<file path="src/rtl/a78_pkg.sv">
// Shared types and constants for the A78/A26 cartridge loader.
package a78_pkg;

  typedef enum logic [2:0] {
    IDLE   = 3'd0,
    PREFIX = 3'd1,
    HEADER = 3'd2,
    REPLAY = 3'd3,
    BODY   = 3'd4,
    DONE   = 3'd5
  } state_e;

  // A78 header geometry (byte offsets within the downloaded file)
  localparam int HDR_LEN      = 128;
  localparam int HDR_MAGIC_LO = 1;
  localparam int HDR_SIZE     = 49;
  localparam int HDR_FLAGS    = 53;
  localparam int HDR_JOY0     = 55;
  localparam int HDR_JOY1     = 56;
  localparam int HDR_REGION   = 57;
  localparam int HDR_SAVE     = 58;

  // Bytes 0..5 are held back until we know whether the image has a header
  localparam int PFX_LEN = 6;

  localparam logic [39:0] HDR_MAGIC = 40'h41_54_41_52_49;  // "ATARI"

endpackage

</file>
<file path="src/rtl/a78_hdr_regs.sv">
// Prefix buffer (first six file bytes), magic detection and A78 header
// metadata capture.
module a78_hdr_regs
  import a78_pkg::*;
(
  input  logic        clk_i,
  input  logic        rst_ni,
  input  logic        clear_i,
  input  logic        pfx_we_i,
  input  logic        hdr_we_i,
  input  logic [6:0]  addr_i,
  input  logic [7:0]  data_i,
  input  logic [2:0]  rd_idx_i,
  output logic [7:0]  rd_data_o,
  output logic        magic_o,
  output logic [15:0] flags_o,
  output logic [31:0] size_o,
  output logic [7:0]  joy0_o,
  output logic [7:0]  joy1_o,
  output logic [7:0]  region_o,
  output logic [7:0]  save_o
);

  // Eight slots so every 3-bit index is legal; only 0..PFX_LEN-1 are written
  logic [7:0]  pfx_q [8];
  logic [15:0] flags_q;
  logic [31:0] size_q;
  logic [7:0]  joy0_q, joy1_q, region_q, save_q;

  // Magic is judged while byte 5 is on the bus, so the last letter comes
  // straight from the data input rather than from the buffer.
  assign magic_o = ({pfx_q[HDR_MAGIC_LO],     pfx_q[HDR_MAGIC_LO + 1],
                     pfx_q[HDR_MAGIC_LO + 2], pfx_q[HDR_MAGIC_LO + 3],
                     data_i} == HDR_MAGIC);

  assign rd_data_o = pfx_q[rd_idx_i];

  // Capture prefix bytes 0..5 in order of arrival
  always_ff @(posedge clk_i) begin
    if (!rst_ni || clear_i) begin
      for (int i = 0; i < 8; i++) pfx_q[i] <= '0;
    end else if (pfx_we_i && (addr_i < 7'(PFX_LEN))) begin
      pfx_q[addr_i[2:0]] <= data_i;
    end
  end

  // Latch header metadata fields by file offset (size is big-endian)
  always_ff @(posedge clk_i) begin
    if (!rst_ni || clear_i) begin
      flags_q  <= '0;
      size_q   <= '0;
      joy0_q   <= '0;
      joy1_q   <= '0;
      region_q <= '0;
      save_q   <= '0;
    end else if (hdr_we_i) begin
      case (addr_i)
        7'(HDR_SIZE):       size_q[31:24] <= data_i;
        7'(HDR_SIZE + 1):   size_q[23:16] <= data_i;
        7'(HDR_SIZE + 2):   size_q[15:8]  <= data_i;
        7'(HDR_SIZE + 3):   size_q[7:0]   <= data_i;
        7'(HDR_FLAGS):      flags_q[15:8] <= data_i;
        7'(HDR_FLAGS + 1):  flags_q[7:0]  <= data_i;
        7'(HDR_JOY0):       joy0_q        <= data_i;
        7'(HDR_JOY1):       joy1_q        <= data_i;
        7'(HDR_REGION):     region_q      <= data_i;
        7'(HDR_SAVE):       save_q        <= data_i;
        default: ;
      endcase
    end
  end

  assign flags_o  = flags_q;
  assign size_o   = size_q;
  assign joy0_o   = joy0_q;
  assign joy1_o   = joy1_q;
  assign region_o = region_q;
  assign save_o   = save_q;

endmodule

</file>
<file path="src/rtl/a78_cart_loader.sv">
// Turns the hps_io ioctl download stream into cart RAM writes, stripping an
// A78 header when present and publishing cart metadata and a loaded flag.
//
// Handshake: a byte is accepted on any cycle where ioctl_wr=1 and the block is
// not replaying. ioctl_wait=1 means the next strobe must be held off; it also
// rises combinationally in the cycle that delivers byte 5 of a headerless
// image (that byte itself is accepted). hps_io is expected to raise
// ioctl_download at least one cycle before the first strobe.
module a78_cart_loader #(
  parameter int ADDR_W   = 18,
  parameter int HDR_LEN  = a78_pkg::HDR_LEN,
  parameter int BIOS_IDX = 0
) (
  input  logic              clk_sys,
  input  logic              reset_n,
  input  logic              ioctl_download,
  input  logic [7:0]        ioctl_index,
  input  logic              ioctl_wr,
  input  logic [24:0]       ioctl_addr,
  input  logic [7:0]        ioctl_dout,
  output logic              ioctl_wait,
  output logic [ADDR_W-1:0] ram_addr,
  output logic [7:0]        ram_data,
  output logic              ram_wr,
  output logic              cart_is_7800,
  output logic [15:0]       cart_flags,
  output logic [31:0]       hdr_size,
  output logic [7:0]        joy0_type,
  output logic [7:0]        joy1_type,
  output logic [7:0]        cart_region,
  output logic [7:0]        cart_save,
  output logic [31:0]       cart_size,
  output logic              cart_loaded,
  output logic              load_done,
  output logic [2:0]        dbg_state
);
  import a78_pkg::*;

  localparam logic [24:0] RAM_DEPTH = 25'(1) << ADDR_W;
  localparam logic [24:0] HDR_LEN_A = 25'(HDR_LEN);

  state_e state_q, state_d;

  logic              cart_dl, cart_dl_q, start;
  logic              acc_wr, byte5, magic, replay_last;
  logic [2:0]        pfx_cnt_q, pfx_cnt_d;
  logic [2:0]        rp_idx_q, rp_idx_d;
  logic              is7800_q, is7800_d;
  logic [31:0]       size_q, size_d;
  logic              loaded_q, loaded_d;
  logic              done_q, done_d;
  logic              ram_wr_q, ram_wr_d;
  logic [ADDR_W-1:0] ram_addr_q, ram_addr_d;
  logic [7:0]        ram_data_q, ram_data_d;
  logic [7:0]        pfx_rd_data;
  logic [24:0]       body_off;
  logic              body_ok, body_in_range;
  logic [31:0]       body_len;
  logic [31:0]       rp_len;
  logic              enter_done;

  // Stream qualifiers
  assign cart_dl     = ioctl_download && (ioctl_index != 8'(BIOS_IDX));
  assign start       = cart_dl && !cart_dl_q && (state_q == IDLE || state_q == DONE);
  assign acc_wr      = ioctl_wr && cart_dl && (state_q != REPLAY);
  assign byte5       = acc_wr && (state_q == PREFIX) && (ioctl_addr == 25'(PFX_LEN - 1));
  assign replay_last = (rp_idx_q == pfx_cnt_q - 3'd1);
  assign enter_done  = (state_d == DONE) && (state_q != DONE);

  // Body offset relative to cart RAM; header bytes never reach here for A78
  assign body_off      = ioctl_addr - (is7800_q ? HDR_LEN_A : 25'd0);
  assign body_ok       = !(is7800_q && (ioctl_addr < HDR_LEN_A));
  assign body_in_range = (body_off < RAM_DEPTH);
  assign body_len      = body_in_range ? ({7'd0, body_off} + 32'd1) : {7'd0, RAM_DEPTH};
  assign rp_len        = {29'd0, rp_idx_q} + 32'd1;

  a78_hdr_regs u_hdr (
    .clk_i     (clk_sys),
    .rst_ni    (reset_n),
    .clear_i   (start),
    .pfx_we_i  (acc_wr && (state_q == PREFIX)),
    .hdr_we_i  (acc_wr && (state_q == HEADER) && (ioctl_addr < HDR_LEN_A)),
    .addr_i    (ioctl_addr[6:0]),
    .data_i    (ioctl_dout),
    .rd_idx_i  (rp_idx_q),
    .rd_data_o (pfx_rd_data),
    .magic_o   (magic),
    .flags_o   (cart_flags),
    .size_o    (hdr_size),
    .joy0_o    (joy0_type),
    .joy1_o    (joy1_type),
    .region_o  (cart_region),
    .save_o    (cart_save)
  );

  // State register
  always_ff @(posedge clk_sys) begin
    if (!reset_n) state_q <= IDLE;
    else          state_q <= state_d;
  end

  // Next-state logic; end of download is taken as a level so a download that
  // closes during replay still finishes in DONE
  always_comb begin
    state_d = state_q;
    case (state_q)
      IDLE, DONE: if (start) state_d = PREFIX;
      PREFIX: begin
        if (!cart_dl)   state_d = (pfx_cnt_q == 3'd0) ? DONE : REPLAY;
        else if (byte5) state_d = magic ? HEADER : REPLAY;
      end
      REPLAY: if (replay_last) state_d = cart_dl ? BODY : DONE;
      HEADER: begin
        if (!cart_dl) state_d = DONE;
        else if (acc_wr && (ioctl_addr == HDR_LEN_A - 25'd1)) state_d = BODY;
      end
      BODY:    if (!cart_dl) state_d = DONE;
      default: state_d = IDLE;
    endcase
  end

  // Output decode: stall and RAM write request for the next cycle
  always_comb begin
    ioctl_wait = (state_q == REPLAY) || (byte5 && !magic);
    ram_wr_d   = 1'b0;
    ram_addr_d = '0;
    ram_data_d = '0;
    if (state_q == REPLAY) begin
      ram_wr_d   = 1'b1;
      ram_addr_d = ADDR_W'(rp_idx_q);
      ram_data_d = pfx_rd_data;
    end else if (state_q == BODY && acc_wr && body_ok && body_in_range) begin
      ram_wr_d   = 1'b1;
      ram_addr_d = body_off[ADDR_W-1:0];
      ram_data_d = ioctl_dout;
    end
  end

  // Datapath next values: prefix count, replay index, header flag, size, flags
  always_comb begin
    pfx_cnt_d = pfx_cnt_q;
    rp_idx_d  = rp_idx_q;
    is7800_d  = is7800_q;
    size_d    = size_q;
    loaded_d  = loaded_q;
    done_d    = enter_done;
    if (start) begin
      pfx_cnt_d = '0;
      rp_idx_d  = '0;
      is7800_d  = 1'b0;
      size_d    = '0;
      loaded_d  = 1'b0;
    end
    case (state_q)
      PREFIX: begin
        rp_idx_d = '0;
        if (acc_wr && (ioctl_addr < 25'(PFX_LEN))) pfx_cnt_d = ioctl_addr[2:0] + 3'd1;
        if (byte5 && magic) is7800_d = 1'b1;
      end
      REPLAY: begin
        rp_idx_d = rp_idx_q + 3'd1;
        if (rp_len > size_q) size_d = rp_len;
      end
      BODY: if (acc_wr && body_ok && (body_len > size_q)) size_d = body_len;
      default: ;
    endcase
    if (enter_done) loaded_d = 1'b1;
  end

  // Datapath and registered outputs
  always_ff @(posedge clk_sys) begin
    if (!reset_n) begin
      cart_dl_q  <= 1'b0;
      pfx_cnt_q  <= '0;
      rp_idx_q   <= '0;
      is7800_q   <= 1'b0;
      size_q     <= '0;
      loaded_q   <= 1'b0;
      done_q     <= 1'b0;
      ram_wr_q   <= 1'b0;
      ram_addr_q <= '0;
      ram_data_q <= '0;
    end else begin
      cart_dl_q  <= cart_dl;
      pfx_cnt_q  <= pfx_cnt_d;
      rp_idx_q   <= rp_idx_d;
      is7800_q   <= is7800_d;
      size_q     <= size_d;
      loaded_q   <= loaded_d;
      done_q     <= done_d;
      ram_wr_q   <= ram_wr_d;
      ram_addr_q <= ram_addr_d;
      ram_data_q <= ram_data_d;
    end
  end

  assign ram_wr       = ram_wr_q;
  assign ram_addr     = ram_addr_q;
  assign ram_data     = ram_data_q;
  assign cart_is_7800 = is7800_q;
  assign cart_size    = size_q;
  assign cart_loaded  = loaded_q;
  assign load_done    = done_q;
  assign dbg_state    = state_q;

endmodule
</file>
<file path="config.mk">
export PLATFORM = sky130hd
export DESIGN_NAME = a78_cart_loader
export DESIGN_NICKNAME = d
export VERILOG_FILES = /design/src/rtl/a78_pkg.sv /design/src/rtl/a78_hdr_regs.sv /design/src/rtl/a78_cart_loader.sv
export SDC_FILE = /design/constraint.sdc
export NUM_CORES = 1
export LEC_CHECK = 0
export ABC_CLOCK_PERIOD_IN_PS = 8700
export CAP_MARGIN = 20
export CORE_MARGIN = 2
export CORE_UTILIZATION = 57
export DETAILED_ROUTE_END_ITERATION = 6
export PLACE_DENSITY = 0.86
export SLEW_MARGIN = 20
export SYNTH_ARGS = -nofsm -noshare
export SYNTH_HDL_FRONTEND = slang
export SYNTH_SLANG_ARGS = --single-unit
</file>
<file path="constraint.sdc">
create_clock -name clk_sys -period 8.7 [get_ports clk_sys]
set_clock_uncertainty 0.15 [all_clocks]
set_input_delay 1.305 -clock clk_sys [delete_from_list [all_inputs] [get_ports clk_sys]]
set_output_delay 1.305 -clock clk_sys [all_outputs]
set_load 0.02 [all_outputs]
</file>
* After elaboration in Yosys (flattened, before gate mapping) *
Memories as Yosys holds them, arrays and structs flattened. A register that Yosys moved wholly into a read port is not among the register bits.
Cells that the tools add are included.

storage, ports and cells
  register bits = 152
  bits in writable memories = 64
  bits of input ports = 45
  output and inout bits = 146
  memories = 1

memory list
  name         depth  bits a word  read ports  clocked after Yosys merged registers in  write ports  RTL line            source
  u_hdr.pfx_q  8      8            5           1                                        8            a78_hdr_regs.sv:25  logic [7:0] pfx_q [8];

operators by class
  $add $sub $neg = 6
  order comparisons = 6
  eq/ne operators = 22
  mux-type cells = 43
  bitwise logic cells = 2
  reductions and logical operators = 46

operator list
  kind                   count
  $mux 32                3
  $eq 7x6->1 const B     10
  $pmux 32 s2            1
  $mux 3                 17
  $eq 40x39->1 const B   1
  $gt 26x32->1           1
  $gt 4x32->1            1
  $mux 8                 4
  $add 25x1->26 const B  1
  $mux 26                1
  $eq 25x3->1 const B    1
  $eq 25x7->1 const B    1
  $lt 25x19->1 const B   1
  $lt 25x3->1 const B    1
  $lt 25x8->1 const B    1
  $sub 25x8->25          1
  $logic_and 1x1->1      21
  $reduce_and 2->1       10
  $mux 1                 15
  $pmux 3 s5             1
  $eq 3x3->1 const B     3
  $reduce_bool 8->1      1
  $reduce_or 8->1        1
  $lt 7x3->1 const B     1
  17 further kinds       26

* Depth between registers and ports, before layout *
  depth in word-level cells = 12
  gate-level depth with buffers = 19
  gate-level depth less buffers = 18

* By module *
From an unflattened synthesis, not the netlist that was laid out.

second synthesis, totals
  cells, all modules = 971
  area total of the unflattened synthesis = 10302.4 um^2

modules (own cells, without submodules)
  module           times used  cells each  area each (um^2)
  a78_hdr_regs     1           460         5960.7
  a78_cart_loader  1           511         4341.7

* Worst setup path after synthesis *
OpenSTA, ideal clock, no wires.

  path kind = in2reg
  start = input ioctl_addr[7]
  end = register size_q[10] (netlist: cart_size[10])
  setup time = 60 ps
  arrival = 5568 ps
  setup slack = 2922 ps
  cell stages on the path = 19
  path through = inv_1 > ha_1 > ha_1 > nand2b_1 > or4b_2 > and2_1 > or3_1 > nor2_1 > xor2_1 > nor2_1 > ha_1 > and4_1 > nand4_1 > a211o_1 > a31o_2 > a21oi_1 > and2_0 > clkbuf_1 > a22o_1

between the ends
  longest elaborated chain between the ends = 7

RTL lines
  what                                                      RTL line                                      source
  from (decl)                                               a78_cart_loader.sv:19                         input logic [24:0] ioctl_addr,
  $sub 25x8->25 / $lt 25x8->1 (equally long branches)       a78_cart_loader.sv:71, a78_cart_loader.sv:72
  $add 25x1->26, or another cell as far along               a78_cart_loader.sv:74                         assign body_len = body_in_range ? ({7'd0, body_off} + 32'd1) : {7'd0, RAM_DEPTH};
  $mux 26 / $logic_not 1->1 (equally long branches)         a78_cart_loader.sv:74, a78_cart_loader.sv:72
  $gt 26x32->1 / $logic_and 1x1->1 (equally long branches)  a78_cart_loader.sv:164                        BODY: if (acc_wr && body_ok && (body_len > size_q)) size_d = body_len;
  $logic_and 1x1->1                                         a78_cart_loader.sv:164
  $mux 32 (*)                                               a78_cart_loader.sv:164
  $pmux 32 s2 (*)                                           a78_cart_loader.sv:154                        case (state_q)
  to (signal assigned)                                      a78_cart_loader.sv:188                        size_q <= size_d;
  to (decl)                                                 a78_cart_loader.sv:49                         logic [31:0] size_q, size_d;

Every way passes the cells marked *; elsewhere a longest branch is shown, timed or not.
A chain may end at the register's enable or synchronous reset.

* Final worst setup path *
  start = input ioctl_addr[7]
  end = register size_q[1] (netlist: cart_size[1])

The elaborated chain is that of the path after synthesis.

==> run_summary.xml <==
<?xml version="1.0" encoding="UTF-8"?>
<metrics>
  <group name="sta">
    <metric name="worst_slew_pin_slew" unit="ps">1150</metric>
    <metric name="max_freq" unit="MHz">155.0</metric>
    <metric name="rsz0062_at_grt" unit="">no</metric>
    <metric name="timing.final.crit_share" unit="%">74.16</metric>
    <metric name="setup_tns" unit="ps">0</metric>
    <metric name="timing.final.crit_period" unit="ps">6452</metric>
    <metric name="setup-violations-final" unit="">0</metric>
    <metric name="slew_viol_final" unit="">0</metric>
    <metric name="timing.max_slew.rel_slack" unit="%">22.86</metric>
    <metric name="timing.final.hold_violations" unit="">0</metric>
    <metric name="final.setup.worst_slack" unit="ps">2248</metric>
  </group>
  <group name="logic_synthesis">
    <metric name="yosysWarningCount" unit="">0</metric>
    <metric name="netlist-cell-type-count" unit="">64</metric>
    <metric name="async_reset_ff_share" unit="%">0</metric>
    <metric name="post_synth_instance_area" unit="sq um">10250</metric>
    <metric name="ys_ff_latch" unit="">219</metric>
    <metric name="syn-mean-instance-area" unit="sq um">9.742</metric>
    <metric name="synth_top_area_cell" unit="">dfxtp_1</metric>
    <metric name="edff_count_synth" unit="">64</metric>
    <metric name="synth_seq_area_share" unit="%">49.03</metric>
    <metric name="synth.top_cell.area_share" unit="%">30.28</metric>
    <metric name="post_synth_main_area_contributors" unit="">dfxtp_1, edfxtp_1, nand2_1</metric>
    <metric name="ys_dominant_reg_cell" unit="">dfxtp_1</metric>
    <metric name="synth_cells" unit="">1052</metric>
  </group>
  <group name="finish">
    <metric name="most-common-layout-cells" unit="">clkdlybuf4s50_1, dfxtp_1, nand2_1</metric>
    <metric name="layout.filler_cells" unit="">1249</metric>
    <metric name="final_common_cell" unit="">clkdlybuf4s50_1</metric>
    <metric name="layout-drive-gt1-share" unit="%">6.778</metric>
    <metric name="syn_to_final_growth" unit="%">28.40</metric>
    <metric name="nets" unit="">1321</metric>
  </group>
  <group name="clock_tree">
    <metric name="clkSinkCount" unit="">219</metric>
    <metric name="clockRootBuffer" unit="">clkbuf_16</metric>
    <metric name="buffer_count_from_post_cts_setup_fixing" unit="">0</metric>
    <metric name="cts.clk_slew.worst_paths" unit="ps">60</metric>
    <metric name="numCtsBuffers" unit="">23</metric>
    <metric name="cts_resized" unit="">0</metric>
    <metric name="clock_tree_from_tritoncts" unit="">done</metric>
    <metric name="htreeDepth" unit="">1</metric>
    <metric name="worst_skew_pair.late_latency" unit="ps">530</metric>
    <metric name="post_cts_hold_buffer_count" unit="">0</metric>
    <metric name="cts-root-to-sink-buffers" unit="">3</metric>
  </group>
  <group name="global_route">
    <metric name="grt_pass1_wl" unit="um">46440</metric>
    <metric name="grtUsageTotal" unit="%">30.14</metric>
    <metric name="grt_antenna_before_repair" unit="">1</metric>
    <metric name="first_global_vias" unit="">8511</metric>
    <metric name="grt_start_max_net_pins" unit="">100</metric>
    <metric name="aggregate_global_routing_overflow" unit="">0</metric>
  </group>
  <group name="routing">
    <metric name="number_of_detailed_routing_iterations_run_before_antenna_repair" unit="">5</metric>
    <metric name="antenna_left" unit="">0</metric>
    <metric name="drtIter0Drc" unit="">776</metric>
    <metric name="wl" unit="um">29450</metric>
    <metric name="drc_errors" unit="">0</metric>
    <metric name="num_vias" unit="">8765</metric>
    <metric name="post_drt_via_cell_ratio" unit="">5.906</metric>
    <metric name="avgRoutedWirePerCell" unit="um">19.85</metric>
  </group>
  <group name="hold_path">
    <metric name="min-delay-path-class" unit="">flip-flop to flip-flop</metric>
  </group>
  <group name="setup_path">
    <metric name="crit_path_max_fanout" unit="">18</metric>
    <metric name="worst-endpoint-required" unit="ps">9010</metric>
    <metric name="timing.critical_path.arrival" unit="ps">6760</metric>
    <metric name="path_common_cell" unit="">ha_1</metric>
    <metric name="critical_path_max_stage_delay" unit="ps">690</metric>
    <metric name="criticalPathCategory" unit="">input port to flip-flop</metric>
    <metric name="critPathSlowestCell" unit="">or4b_2</metric>
    <metric name="timing.critical_path.cells" unit="">clkdlybuf4s50_1, inv_1, ha_1, ha_1, nand2b_1, or4b_2, and2_1, or3_1, nor2_1, xor2_1, nor2_1, ha_1, and4_1, nand4_1, a211o_1, a31o_2, a21oi_1, buf_4, and2_0, a221o_1</metric>
    <metric name="worst_setup_path_end_kind" unit="">flip-flop</metric>
    <metric name="timing.critical_path.from_type" unit="">input port</metric>
  </group>
  <group name="floorplanning">
    <metric name="floorplan.core_area" unit="sq um">17780</metric>
    <metric name="initial_core_util" unit="%">57.64</metric>
    <metric name="dieArea" unit="sq um">19070</metric>
    <metric name="die_w" unit="um">138.1</metric>
    <metric name="placement_rows" unit="">49</metric>
    <metric name="fp.dieH" unit="um">138.1</metric>
    <metric name="io-pin-count" unit="">191</metric>
  </group>
  <group name="power">
    <metric name="power" unit="mW">2.323</metric>
    <metric name="power_density" unit="nW/um^2">176.5</metric>
    <metric name="leakage" unit="nW">4.676</metric>
    <metric name="vdd_ir_drop_max" unit="mV">0.1610</metric>
  </group>
  <group name="place">
    <metric name="finalWeightedCongestion" unit="">0.8887</metric>
    <metric name="place.port_buffers" unit="">190</metric>
    <metric name="place_ws" unit="ps">1780</metric>
    <metric name="hpwlAfterDp" unit="um">20610</metric>
  </group>
  <group name="flow_run">
    <metric name="max_cap_violations" unit="">0</metric>
  </group>
  <group name="run_status">
    <metric name="status" unit="">finished, final reports clean</metric>
  </group>
</metrics>
-- layer usage --
layer / routed length [um] / track usage, %
met1: 12330 / 41.16
met2: 13430 / 47.32
met3: 2853 / 7.828
met5: 0 / 0
met4: 837 / 9.774
-- final timing paths --
check	start	to	slack, ps	cells after the start
setup reg to reg	cart_is_7800	cart_size[1]	3090	18
setup / recovery	ioctl_addr[7]	cart_size[1]	2250	20
hold / removal	cart_loaded	cart_loaded	300	1
hold reg to reg	cart_loaded	cart_loaded	300	1
-- power by group --
group / internal [mW] / switching (mW)
combinational: 0.0640 / 0.114
sequential: 1.09 / 0.0216
clock: 0.616 / 0.421
-- state kept, by name, indices dropped and copies added, names as in the netlist, 8 cells and up, named ones only --
register,count
u_hdr.flags_o,16
ram_addr,18
u_hdr.region_o,8
u_hdr.pfx_q,64
u_hdr.joy0_o,8
u_hdr.joy1_o,8
u_hdr.save_o,8
ram_data,8
cart_size,32
u_hdr.size_o,32
-- worst max-delay path, delay by kind of cell --
| kind | cells | cell delay (ps) |
|---|---|---|
| xor gates and xnor gates | 1 | 250 |
| buffers and inverters | 3 | 750 |
| and+or+nand+nor | 9 | 2770 |
| AOI/OAI and AO/OA | 4 | 930 |
| adders and majority gates | 3 | 750 |
-- final cells by class --
class                   count  area (sq um)  area share (%)
flip-flops and latches    219          5026           38.20
multi-input cells         751          4877           37.06
repair buffers            204          2007           15.25
clock buffers              33         726.9           5.524
well taps                 229         286.5           2.177
inverters                  38         142.6           1.084
clock inverters             9         90.09          0.6846
diodes                      1         2.502         0.01902
-- per-stage QoR --
stage	hold WS [ps]	util, %	cell area, sq um	std cells
6_report	300.3	74.01	13160	1484
5_1_grt	313.2	74.01	13160	1484
4_1_cts	303.0	73.99	13160	1483
3_5_place_dp	289.7	69.39	12340	1441
3_3_place_gp	286.4	69.39	12340	1441
2_1_floorplan	340.0	-	10330	1074
-- cells in the mapped netlist (3+ instances only) --
library cell / n
ha_1: 39
or4_1: 4
nor2b_1: 6
a31oi_1: 6
a21o_1: 4
inv_1: 38
nor3_1: 17
nor4_1: 12
nand2b_1: 8
buf_2: 8
o21ai_0: 29
nor2_1: 75
or3_1: 7
clkbuf_1: 45
nor4b_1: 7
a211oi_1: 6
xnor2_1: 11
buf_1: 7
nand3_1: 43
mux2i_1: 34
nor4_2: 3
a21oi_1: 83
nor4bb_1: 4
nor3b_1: 6
and2_1: 74
a221o_1: 4
dfxtp_1: 155
and3_1: 12
edfxtp_1: 64
xor2_1: 13
a211o_1: 4
a22o_1: 14
mux4_2: 16
nand4_1: 13
nand2_1: 139
buf_6: 4
-- kinds of logic (layout without fill, tap and decap cells) --
group,count (synthesis),count (layout),synth area share (%)
and+or+nand+nor,446,446,22.83
DFF,219,219,49.03
AOI/OAI and AO/OA,168,168,9.950
buffers and inverters,104,284,4.273
muxes,50,50,6.837
adders and majority gates,39,39,4.761
xor gates and xnor gates,25,25,2.283
other,1,24,0.03659
No activity file was read; power rests on OpenSTA's default activity.
